$ cat src/rtl/kp_pkg.sv
// Shared types for the 4x4 keypad scanner: FSM states, scan-result encoding, key map.
package kp_pkg;

  typedef enum logic [1:0] {
    IDLE,
    DEBOUNCE,
    HELD,
    RELEASE
  } kp_state_e;

  // Scan result: bit 4 set means no key (none pressed, or more than one pressed).
  typedef logic [4:0] scan_res_t;
  localparam scan_res_t RES_NONE = 5'h10;

  // Indexed by {col, row}.
  localparam logic [15:0][3:0] KEY_MAP = {
    4'hD, 4'hC, 4'hB, 4'hA,
    4'hE, 4'h9, 4'h6, 4'h3,
    4'hF, 4'h8, 4'h5, 4'h2,
    4'h0, 4'h7, 4'h4, 4'h1
  };

  function automatic logic [3:0] kp_key(input logic [1:0] col, input logic [1:0] row);
    return KEY_MAP[{col, row}];
  endfunction

endpackage

$ cat src/rtl/kp_sync.sv
// Two-flop synchronizer for the asynchronous keypad row inputs; idles high.
module kp_sync (
  input  logic       clk,
  input  logic       rst_n,
  input  logic [3:0] d,
  output logic [3:0] q
);

  logic [3:0] meta_q, sync_q;

  always_ff @(posedge clk or negedge rst_n) begin
    if (!rst_n) begin
      meta_q <= 4'hF;
      sync_q <= 4'hF;
    end else begin
      meta_q <= d;
      sync_q <= meta_q;
    end
  end

  assign q = sync_q;

endmodule

$ cat src/rtl/keypad_scanner.sv
// 4x4 matrix keypad scanner with per-scan debounce FSM.
// Define KEYPAD_REPEAT_EN to re-pulse key_valid every REPEAT_SCANS scans while held.
module keypad_scanner
  import kp_pkg::*;
#(
  parameter int SCAN_DIV       = 100000,
  parameter int DEBOUNCE_SCANS = 4,
  parameter int REPEAT_SCANS   = 250
) (
  input  logic       clk,
  input  logic       rst_n,
  output logic [3:0] col_n,
  input  logic [3:0] row_n,
  output logic [3:0] key_code,
  output logic       key_valid,
  output logic       key_held
);

  localparam int              SLOT_W    = $clog2(SCAN_DIV);
  localparam logic [SLOT_W-1:0] SLOT_LAST = SLOT_W'(SCAN_DIV - 1);
  localparam logic [3:0]      DBC_N     = 4'(DEBOUNCE_SCANS);

  logic [3:0] row_s;

  kp_sync u_sync (
    .clk  (clk),
    .rst_n(rst_n),
    .d    (row_n),
    .q    (row_s)
  );

  logic [SLOT_W-1:0] slot_q, slot_d;
  logic [1:0]        col_idx_q, col_idx_d;
  logic [3:0]        col_n_q, col_n_d;
  logic [1:0]        acc_hits_q, acc_hits_d;
  logic [3:0]        acc_key_q, acc_key_d;
  kp_state_e         state_q, state_d;
  logic [3:0]        cand_q, cand_d;
  logic [3:0]        cnt_q, cnt_d;
  logic [3:0]        key_code_q, key_code_d;
  logic              key_valid_q, key_valid_d;
  logic              key_held_q, key_held_d;

`ifdef KEYPAD_REPEAT_EN
  localparam int               REP_W = $clog2(REPEAT_SCANS + 1);
  localparam logic [REP_W-1:0] REP_N = REP_W'(REPEAT_SCANS);
  logic [REP_W-1:0] rep_q, rep_d;
`else
  logic unused_repeat;
  assign unused_repeat = (REPEAT_SCANS != 0);
`endif

  logic      slot_end, scan_done;
  logic [3:0] row_low;
  logic [2:0] n_low, hits_sum;
  logic [1:0] row_idx;
  logic [3:0] cur_key;
  scan_res_t  scan_res;

  // Hits are accumulated across the four columns (saturating at 2) so a
  // multi-key press anywhere in the scan collapses to NONE.
  always_comb begin : scan_c
    slot_end  = (slot_q == SLOT_LAST);
    scan_done = slot_end && (col_idx_q == 2'd3);
    row_low   = ~row_s;
    n_low     = '0;
    row_idx   = '0;
    for (int r = 3; r >= 0; r--) begin
      if (row_low[r]) begin
        n_low   = n_low + 3'd1;
        row_idx = 2'(r);
      end
    end
    cur_key  = kp_key(col_idx_q, row_idx);
    hits_sum = {1'b0, acc_hits_q} + n_low;

    slot_d     = slot_end ? '0 : slot_q + 1'b1;
    col_idx_d  = col_idx_q;
    col_n_d    = col_n_q;
    acc_hits_d = acc_hits_q;
    acc_key_d  = acc_key_q;
    scan_res   = RES_NONE;
    if (slot_end) begin
      col_idx_d = col_idx_q + 2'd1;
      col_n_d   = {col_n_q[2:0], col_n_q[3]};
      if (acc_hits_q == 2'd0 && n_low == 3'd1) acc_key_d = cur_key;
      acc_hits_d = (hits_sum > 3'd2) ? 2'd2 : hits_sum[1:0];
      if (scan_done) begin
        if (hits_sum == 3'd1) scan_res = {1'b0, (acc_hits_q == 2'd1) ? acc_key_q : cur_key};
        acc_hits_d = '0;
      end
    end
  end

  always_comb begin : fsm_c
    state_d     = state_q;
    cand_d      = cand_q;
    cnt_d       = cnt_q;
    key_code_d  = key_code_q;
    key_valid_d = 1'b0;
    key_held_d  = key_held_q;
`ifdef KEYPAD_REPEAT_EN
    rep_d       = rep_q;
`endif
    if (scan_done) begin
      case (state_q)
        IDLE: begin
          if (scan_res != RES_NONE) begin
            state_d = DEBOUNCE;
            cand_d  = scan_res[3:0];
            cnt_d   = 4'd1;
          end
        end
        DEBOUNCE: begin
          if (scan_res == RES_NONE) begin
            state_d = IDLE;
          end else if (scan_res[3:0] != cand_q) begin
            cand_d = scan_res[3:0];
            cnt_d  = 4'd1;
          end else if (cnt_q + 4'd1 == DBC_N) begin
            state_d     = HELD;
            key_code_d  = cand_q;
            key_valid_d = 1'b1;
            key_held_d  = 1'b1;
`ifdef KEYPAD_REPEAT_EN
            rep_d       = '0;
`endif
          end else begin
            cnt_d = cnt_q + 4'd1;
          end
        end
        HELD: begin
          if (scan_res == RES_NONE) begin
            state_d = RELEASE;
            cnt_d   = 4'd1;
          end else begin
`ifdef KEYPAD_REPEAT_EN
            if (rep_q + 1'b1 == REP_N) begin
              key_valid_d = 1'b1;
              rep_d       = '0;
            end else begin
              rep_d = rep_q + 1'b1;
            end
`endif
          end
        end
        RELEASE: begin
          if (scan_res != RES_NONE) begin
            state_d = HELD;
`ifdef KEYPAD_REPEAT_EN
            rep_d   = '0;
`endif
          end else if (cnt_q + 4'd1 == DBC_N) begin
            state_d    = IDLE;
            key_held_d = 1'b0;
          end else begin
            cnt_d = cnt_q + 4'd1;
          end
        end
        default: state_d = IDLE;
      endcase
    end
  end

  always_ff @(posedge clk or negedge rst_n) begin
    if (!rst_n) begin
      slot_q      <= '0;
      col_idx_q   <= '0;
      col_n_q     <= 4'b1110;
      acc_hits_q  <= '0;
      acc_key_q   <= '0;
      state_q     <= IDLE;
      cand_q      <= '0;
      cnt_q       <= '0;
      key_code_q  <= 4'h0;
      key_valid_q <= 1'b0;
      key_held_q  <= 1'b0;
`ifdef KEYPAD_REPEAT_EN
      rep_q       <= '0;
`endif
    end else begin
      slot_q      <= slot_d;
      col_idx_q   <= col_idx_d;
      col_n_q     <= col_n_d;
      acc_hits_q  <= acc_hits_d;
      acc_key_q   <= acc_key_d;
      state_q     <= state_d;
      cand_q      <= cand_d;
      cnt_q       <= cnt_d;
      key_code_q  <= key_code_d;
      key_valid_q <= key_valid_d;
      key_held_q  <= key_held_d;
`ifdef KEYPAD_REPEAT_EN
      rep_q       <= rep_d;
`endif
    end
  end

  assign col_n     = col_n_q;
  assign key_code  = key_code_q;
  assign key_valid = key_valid_q;
  assign key_held  = key_held_q;

endmodule

$ cat config.mk
export PLATFORM = sky130hd
export DESIGN_NAME = keypad_scanner
export DESIGN_NICKNAME = d
export VERILOG_FILES = /design/src/rtl/kp_pkg.sv /design/src/rtl/kp_sync.sv /design/src/rtl/keypad_scanner.sv
export SDC_FILE = /design/constraint.sdc
export NUM_CORES = 1
export LEC_CHECK = 0
export CELL_PAD_IN_SITES_DETAIL_PLACEMENT = 1
export CELL_PAD_IN_SITES_GLOBAL_PLACEMENT = 2
export CORE_ASPECT_RATIO = 1.4
export CORE_MARGIN = 2
export CORE_UTILIZATION = 42
export DETAILED_ROUTE_END_ITERATION = 10
export PLACE_DENSITY_LB_ADDON = 0.1
export SLEW_MARGIN = 20
export SYNTH_ARGS = -nofsm -noshare
export SYNTH_HDL_FRONTEND = slang
export SYNTH_SLANG_ARGS = --single-unit
$ cat constraint.sdc
create_clock -name clk -period 7.1 [get_ports clk]
set_input_delay 1.42 -clock clk [delete_from_list [all_inputs] [get_ports clk]]
set_output_delay 1.42 -clock clk [all_outputs]
set_load 0.05 [all_outputs]
Word level (Yosys, flattened, before mapping)
Memory sizes are Yosys's and may differ from the RTL's.
Index checks and enable logic that the tools add are counted.
{ "totals": {"reg_bits": 53, "mem_bits_ro": 64, "in_bits": 6, "out_inout_bits": 10, "wordCells": 107, "mem_count": 1} }
{ "mem_list": {"columns": ["memory", "depth", "word_bits", "read_ports", "rd_clocked_by_memory_dff", "write_ports", "line_no", "source"], "rows": [
  ["(no name shown)", 16, 4, 1, 0, 0, "kp_pkg.sv:24", "return KEY_MAP[{col, row}];"]
]} }
{ "op_classes": {"addsub": 7, "magnitude_cmp": 2, "eq_ne": 23, "n_mux": 46, "n_bitwise": 3, "reduce_logical": 12} }
{ "op_table": {"columns": ["cell", "n"], "rows": [
  ["4-bit two-way mux", 11],
  ["2-bit two-way mux", 13],
  ["17-bit by 1-bit adder with 17-bit output, second input constant", 1],
  ["17-bit equality test, second input constant", 1],
  ["17-bit two-way mux", 1],
  ["2-bit != test, second input constant", 8],
  ["4-bit case mux with 4 select lines", 1],
  ["5-bit two-way mux", 3],
  ["5-bit AND reduction", 3],
  ["1-bit two-way mux", 11],
  ["3-bit by 1-bit adder with 3-bit output, second input constant", 3],
  ["3-bit two-way mux", 3],
  ["3-bit != test, second input constant", 3],
  ["2-bit case mux with 4 select lines", 1],
  ["4-bit case mux with 2 select lines", 1],
  ["7-bit AND reduction", 1],
  ["2-bit equality test, second input constant", 3],
  ["3-bit by 1-bit equality test with 1-bit output, second input constant", 2],
  ["6-bit AND reduction", 1],
  ["5-bit equality test, second input constant", 1],
  ["4-bit by 5-bit < comparator with 1-bit output, second input constant", 1],
  ["5-bit != test, second input constant", 1],
  ["4-bit by 1-bit adder with 4-bit output, second input constant", 1],
  ["2-bit by 1-bit equality test with 1-bit output, second input constant", 2],
  ["12 further kinds", 16]
]} }

Logic depth before layout (Yosys ltp)
{ "logic_depth": {"depth_word": 18, "depth_mapped": 16, "mapped_depth_nobuf": 15} }

Cells and area by module
A second synthesis with hierarchy kept.
{ "unflattened": {"hier_cells": 274, "area_unflattened_um2": 2869.0} }
{ "by_module_without_submodules": {"columns": ["mod", "n_inst", "cells_each", "area_each_um2"], "rows": [
  ["keypad_scanner", 1, 266, 2658.8],
  ["kp_sync", 1, 8, 210.2]
]} }

Worst setup path after synthesis
OpenSTA, ideal clock, no wires.
{ "synth_timing": {"path_kind": "flip-flop to flip-flop", "startpoint": "reg u_sync.sync_q[2] (netlist: u_sync.q[2])", "endpoint": "reg key_code_q[0] (netlist: key_code[0])", "setup_ns": 0.125, "arrival_time_ns": 3.777, "setup_slack_ns": 3.198, "path_stages_with_launch": 16, "synth_period_minus_slack_ns": 3.902, "path_cell_list": "dfstp_2 > inv_1 > ha_1 > xnor2_1 > ha_1 > nor2_1 > a21oi_1 > fa_1 > xnor3_1 > nand4_2 > mux2i_1 > a21oi_1 > o22ai_1 > or4_1 > buf_2 > mux2_4"} }
{ "synth_between": {"elab_chain_len": 14} }
{ "synth_lines": {"columns": ["item", "line_no", "source"], "rows": [
  ["start: declaration", "kp_sync.sv:9", "logic [3:0] meta_q, sync_q;"],
  ["start signal: assignment", "kp_sync.sv:17", "sync_q <= meta_q;"],
  ["4-bit NOT (*)", "keypad_scanner.sv:65", "row_low = ~row_s;"],
  ["3-bit two-way mux", "keypad_scanner.sv:69", "if (row_low[r]) begin"],
  ["3-bit by 1-bit adder with 3-bit output", "keypad_scanner.sv:70", "n_low = n_low + 3'd1;"],
  ["3-bit two-way mux", "keypad_scanner.sv:69", null],
  ["3-bit by 1-bit adder with 3-bit output", "keypad_scanner.sv:70", null],
  ["3-bit two-way mux", "keypad_scanner.sv:69", null],
  ["2-bit by 3-bit adder with 3-bit output", "keypad_scanner.sv:75", "hits_sum = {1'b0, acc_hits_q} + n_low;"],
  ["3-bit by 1-bit equality test with 1-bit output", "keypad_scanner.sv:89", "if (hits_sum == 3'd1) scan_res = {1'b0, (acc_hits_q == 2'd1) ? acc_key_q : cur_key};"],
  ["5-bit two-way mux (*)", "keypad_scanner.sv:89", null],
  ["5-bit two-way mux (*)", "keypad_scanner.sv:88", "if (scan_done) begin"],
  ["5-bit two-way mux (*)", "keypad_scanner.sv:83", "if (slot_end) begin"],
  ["5-bit equality test / 4-bit != test (equally long branches)", "keypad_scanner.sv:115, keypad_scanner.sv:117", null],
  ["1-bit NOT (no line)", null, null],
  ["5-bit AND reduction (no line) (*)", null, null],
  ["end signal: assignment", "keypad_scanner.sv:190", "key_code_q <= key_code_d;"],
  ["end: declaration", "keypad_scanner.sv:40", "logic [3:0] key_code_q, key_code_d;"]
]} }
Mark *: on every way between the ends. The rest lies on a longest branch, timed or not. The select of a mux whose other input is x is not followed.
A chain may end at the register's enable or synchronous reset.

Worst setup path in the final report
{ "layout_timing": {"startpoint": "reg u_sync.sync_q[2] (netlist: u_sync.q[2])", "endpoint": "reg key_code_q[3] (netlist: key_code[3])"} }
The elaborated chain is that of the path after synthesis.

==> impl_table.tex <==
\begin{tabular}{lr}
\hline
Metric & Value \\
\hline
\multicolumn{2}{l}{\textbf{Finish}} \\
\quad Final cell utilization of the core & 47.7\% \\
\quad Count of nets after finishing & 319 \\
\quad Synth-to-layout area growth & 11.7\% \\
\quad Proportion of layout cells with a drive suffix above 1 & 12.9\% \\
\quad Post-route standard cell area excluding fillers & between 3000 and 4000 sq um \\
\quad Most used cells in the layout excluding fill and tap cells & dfrtp\_1 (42), nand2\_1 (36), nor2\_1 (27) \\
\quad Layout fillers & slightly below 800 \\
\quad Antenna diodes & 0 \\
\quad Most common cell after layout, fill and taps aside & dfrtp\_1 \\
\multicolumn{2}{l}{\textbf{Worst hold path}} \\
\quad Type of the tightest min-delay check & reg -> reg \\
\quad Start point of the worst hold path & u\_sync.meta\_q[1]\$\_DFF\_PN1\_ \\
\quad Cell depth of the worst hold path & 0 \\
\multicolumn{2}{l}{\textbf{Global route}} \\
\quad Global-route congestion overflow total & 0 \\
\quad Vias in the first global route & 2302 \\
\quad Maximum number of pins on one net before global-route repair & 54 \\
\quad Number of antenna violations at the first check in global routing & 0 \\
\quad Global-route wire length before repair & 11.0 mm \\
\quad Gr usage total & 18.5\% \\
\multicolumn{2}{l}{\textbf{Yosys}} \\
\quad Yosys warnings & 0 \\
\quad Post-synthesis cell count & 287 \\
\quad Register bit total from synthesis & 53 \\
\quad Post-Synthesis Net Count & 304 \\
\quad Cell Area, Synth & around 3000 sq um \\
\quad Netlist cell types & 60 \\
\quad Post-Synthesis Mean Instance Area & 10.3 sq um \\
\quad Most common flop cell mapped by yosys & dfrtp\_1 \\
\quad Share of the yosys chip area belonging to registers & 45.5\% \\
\quad Async set-reset flop share out of synthesis & 100\% \\
\quad Count of flip-flops with a built-in enable after synthesis & 0 \\
\multicolumn{2}{l}{\textbf{Drt}} \\
\quad Via total after detailed routing & 2133 \\
\quad Detailed-route wire length & 6.26 mm \\
\quad Length of the first detailed-routing pass in iterations & 4 \\
\quad Average via count per standard cell & 5.36 \\
\quad First DRT Iteration DRCs & 59 \\
\quad Detailed-route wire length per cell & 15.7 um \\
\quad Count of nets left with antenna violations after detail routing & 0 \\
\quad DRC errors left & 0 \\
\multicolumn{2}{l}{\textbf{Placed design}} \\
\quad PortBufs & 15 \\
\quad Place WS & around 2800 ps \\
\quad Area of placed instances & between 3000 and 4000 sq um \\
\quad Detail Placement HPWL & roughly 4.6 mm \\
\quad Routability-driven placement congestion ratio & 0.763 \\
\multicolumn{2}{l}{\textbf{STA}} \\
\quad Setup repair after global routing missed its margin & no \\
\quad TNS Setup & 0 ps \\
\quad Final hold violation count & 0 \\
\quad Final Worst Setup Slack & 2780 ps \\
\quad Maximum clock frequency & 231 MHz \\
\quad Final-report setup violation count & 0 \\
\quad Final period util & between 60\% and 70\% \\
\quad Maximum clock skew at final layout & 7.42 ps \\
\quad Time the final worst path needs with I/O delays and setup & $\sim$4300 ps \\
\quad Worst relative slew slack & 54.5\% \\
\quad Max-slew violation total from the final report & 0 \\
\quad Transition time of the tightest slew-check pin & 682 ps \\
\multicolumn{2}{l}{\textbf{Die}} \\
\quad Std-Cell Rows & 36 \\
\quad Area inside the core boundary & 6890 sq um \\
\quad Overall die area & 7710 sq um \\
\quad Overall die height & around 100 um \\
\quad Starting density of the core & 42.8\% \\
\quad Horizontal extent of the die & around 75 um \\
\quad Number of top-level pins & 16 \\
\multicolumn{2}{l}{\textbf{Pwr}} \\
\quad Largest vdd supply drop & about 0.096 mV \\
\quad Power density over the cells & 167 nW/um\^{}2 \\
\quad Leakage & between 1 and 1.5 nW \\
\multicolumn{2}{l}{\textbf{Clock network}} \\
\quad Insertion delay to the later sink of the worst-skew pair & approximately 300 ps \\
\quad Clock Sink Count & 53 \\
\quad Buffers inserted by post-CTS timing repair & 0 \\
\quad Register clock-pin slew on the reported worst setup and hold paths & roughly 100 ps \\
\quad Cell at the root of the clock tree & clkbuf\_8 \\
\quad TritonCTS clock tree & built \\
\quad Post-CTS sizing & 0 \\
\quad Buffer depth of the longest clock path & 2 \\
\quad Number of buffers added to fix hold violations after cts & 0 \\
\quad CTS HTree Levels & 2 \\
\quad Number of buffers added by the clock tree synthesis step & 5 \\
\multicolumn{2}{l}{\textbf{Critical path}} \\
\quad Launching element of the worst setup path & u\_sync.q[2]\$\_DFF\_PN1\_ \\
\quad Required time of the worst setup path & 7300 ps \\
\quad Cells on worst reg2reg path & 14 \\
\quad Class of the most critical setup path & reg -> reg \\
\quad Critical path launch point type & flip-flop \\
\quad Launch instance of the worst register-to-register path & u\_sync.q[2]\$\_DFF\_PN1\_ \\
\quad Highest fanout seen on the critical path & 6 \\
\quad Crit end category & flip-flop \\
\quad Arrival @ worst endpoint & 4520 ps \\
\multicolumn{2}{l}{\textbf{Run status}} \\
\quad Result of the run & finished, final reports clean \\
\multicolumn{2}{l}{\textbf{Flow run}} \\
\quad Number of maximum-capacitance constraint violations & 0 \\
\hline
\end{tabular}
## stage by stage
stage / total power [mW] / std cells / hold slack, ps
after CTS: 0.562 / 398 / 363
final: 0.550 / 398 / 361
after detailed placement: 0.354 / 390 / 348
after floorplan: 0.338 / 287 / 345
after global placement: 0.353 / 390 / 347
after global routing: 0.579 / 398 / 374
## cell type report
type	count	area [sq um]	area share (%)
Clock buffer	6	72.6	2.21
Inverter	9	33.8	1.03
Sequential cell	53	1340	40.7
Timing Repair Buffer	17	160	4.87
Clock inverter	2	35.0	1.06
Tap cell	95	119	3.61
Multi-Input combinational cell	216	1530	46.5
## sequential cells by signal, indices dropped and copies added (netlist names), named ones only
register / flops
acc_hits_q: 2
acc_key_q: 4
cand_q: 4
cnt_q: 4
col_idx_q: 2
col_n: 4
key_code: 4
key_held: 1
key_valid: 1
slot_q: 17
state_q: 1
u_sync.meta_q: 4
u_sync.q: 4
## cell usage after synthesis (5+ instances only)
cell,count,area [sq um]
o21ai_0,6,30.0
nor2_1,27,101
nand2b_1,5,31.3
inv_1,9,33.8
dfrtp_1,42,1050
nand3_1,12,60.1
xnor2_1,13,114
mux2_2,7,78.8
nor3_1,6,30.0
a21oi_1,6,30.0
xor2_1,11,96.3
nand2_1,36,135
nand4_1,5,31.3
nor2b_1,6,37.5
dfstp_2,11,289
ha_1,10,125
## logic make-up (layout without fill, tap and decap cells)
family                   count (synthesis)  after routing  share of synthesized area [%]
AO/OA/AOI/OAI                           36             36                           8.49
adder cells (fa/ha/maj)                 11             11                           4.93
flip-flops                              53             53                           45.5
AND/OR/NAND/NOR                        129            129                           24.1
multiplexers                            15             15                           6.50
buffers and inverters                   18             34                           2.59
XOR/XNOR                                25             25                           7.90
## metal layers
| metal | global-route usage, % | vias to the layer above | share of wire, % |
|---|---|---|---|
| li1 | - | 1042 | - |
| met1 | 22.3 | 1073 | 43 |
| met2 | 34.2 | 13 | 54 |
| met3 | 2.44 | 5 | 1.4 |
| met4 | 4.67 | 0 | 1.1 |
| met5 | 0 | - | 0 |
## path summary, 6_finish.rpt
check                                           endpoint  slack, ps
worst max-delay path             key_code[3]$_DFFE_PN0P_       2780
worst min-delay path               u_sync.q[1]$_DFF_PN1_        360
worst max register to register   key_code[3]$_DFFE_PN0P_       2780
worst min register to register     u_sync.q[1]$_DFF_PN1_        360
max in group asynchronous       acc_key_q[0]$_DFFE_PN0P_       5410
min in group asynchronous       col_idx_q[0]$_DFFE_PN0N_       1240
## where the power goes
part / internal (mW) / switching (mW) / leakage, nW
logic: 0.0150 / 0.0238 / 0.742
clock network: 0.105 / 0.0980 / 0.0552
registers: 0.306 / 0.00283 / 0.688
## worst max-delay path, cell delays in order, from the launching register on
cell     delay (ps)
dfstp_2         560
inv_1            50
ha_1            310
xnor2_1         270
ha_1            290
nor2_1           90
a21oi_1          70
fa_1            400
xnor3_1         440
nand4_2         180
mux2i_1         160
a21oi_1         170
o22ai_1         200
or4_1           660
mux2_4          350
(Power assumes the default switching activity.)
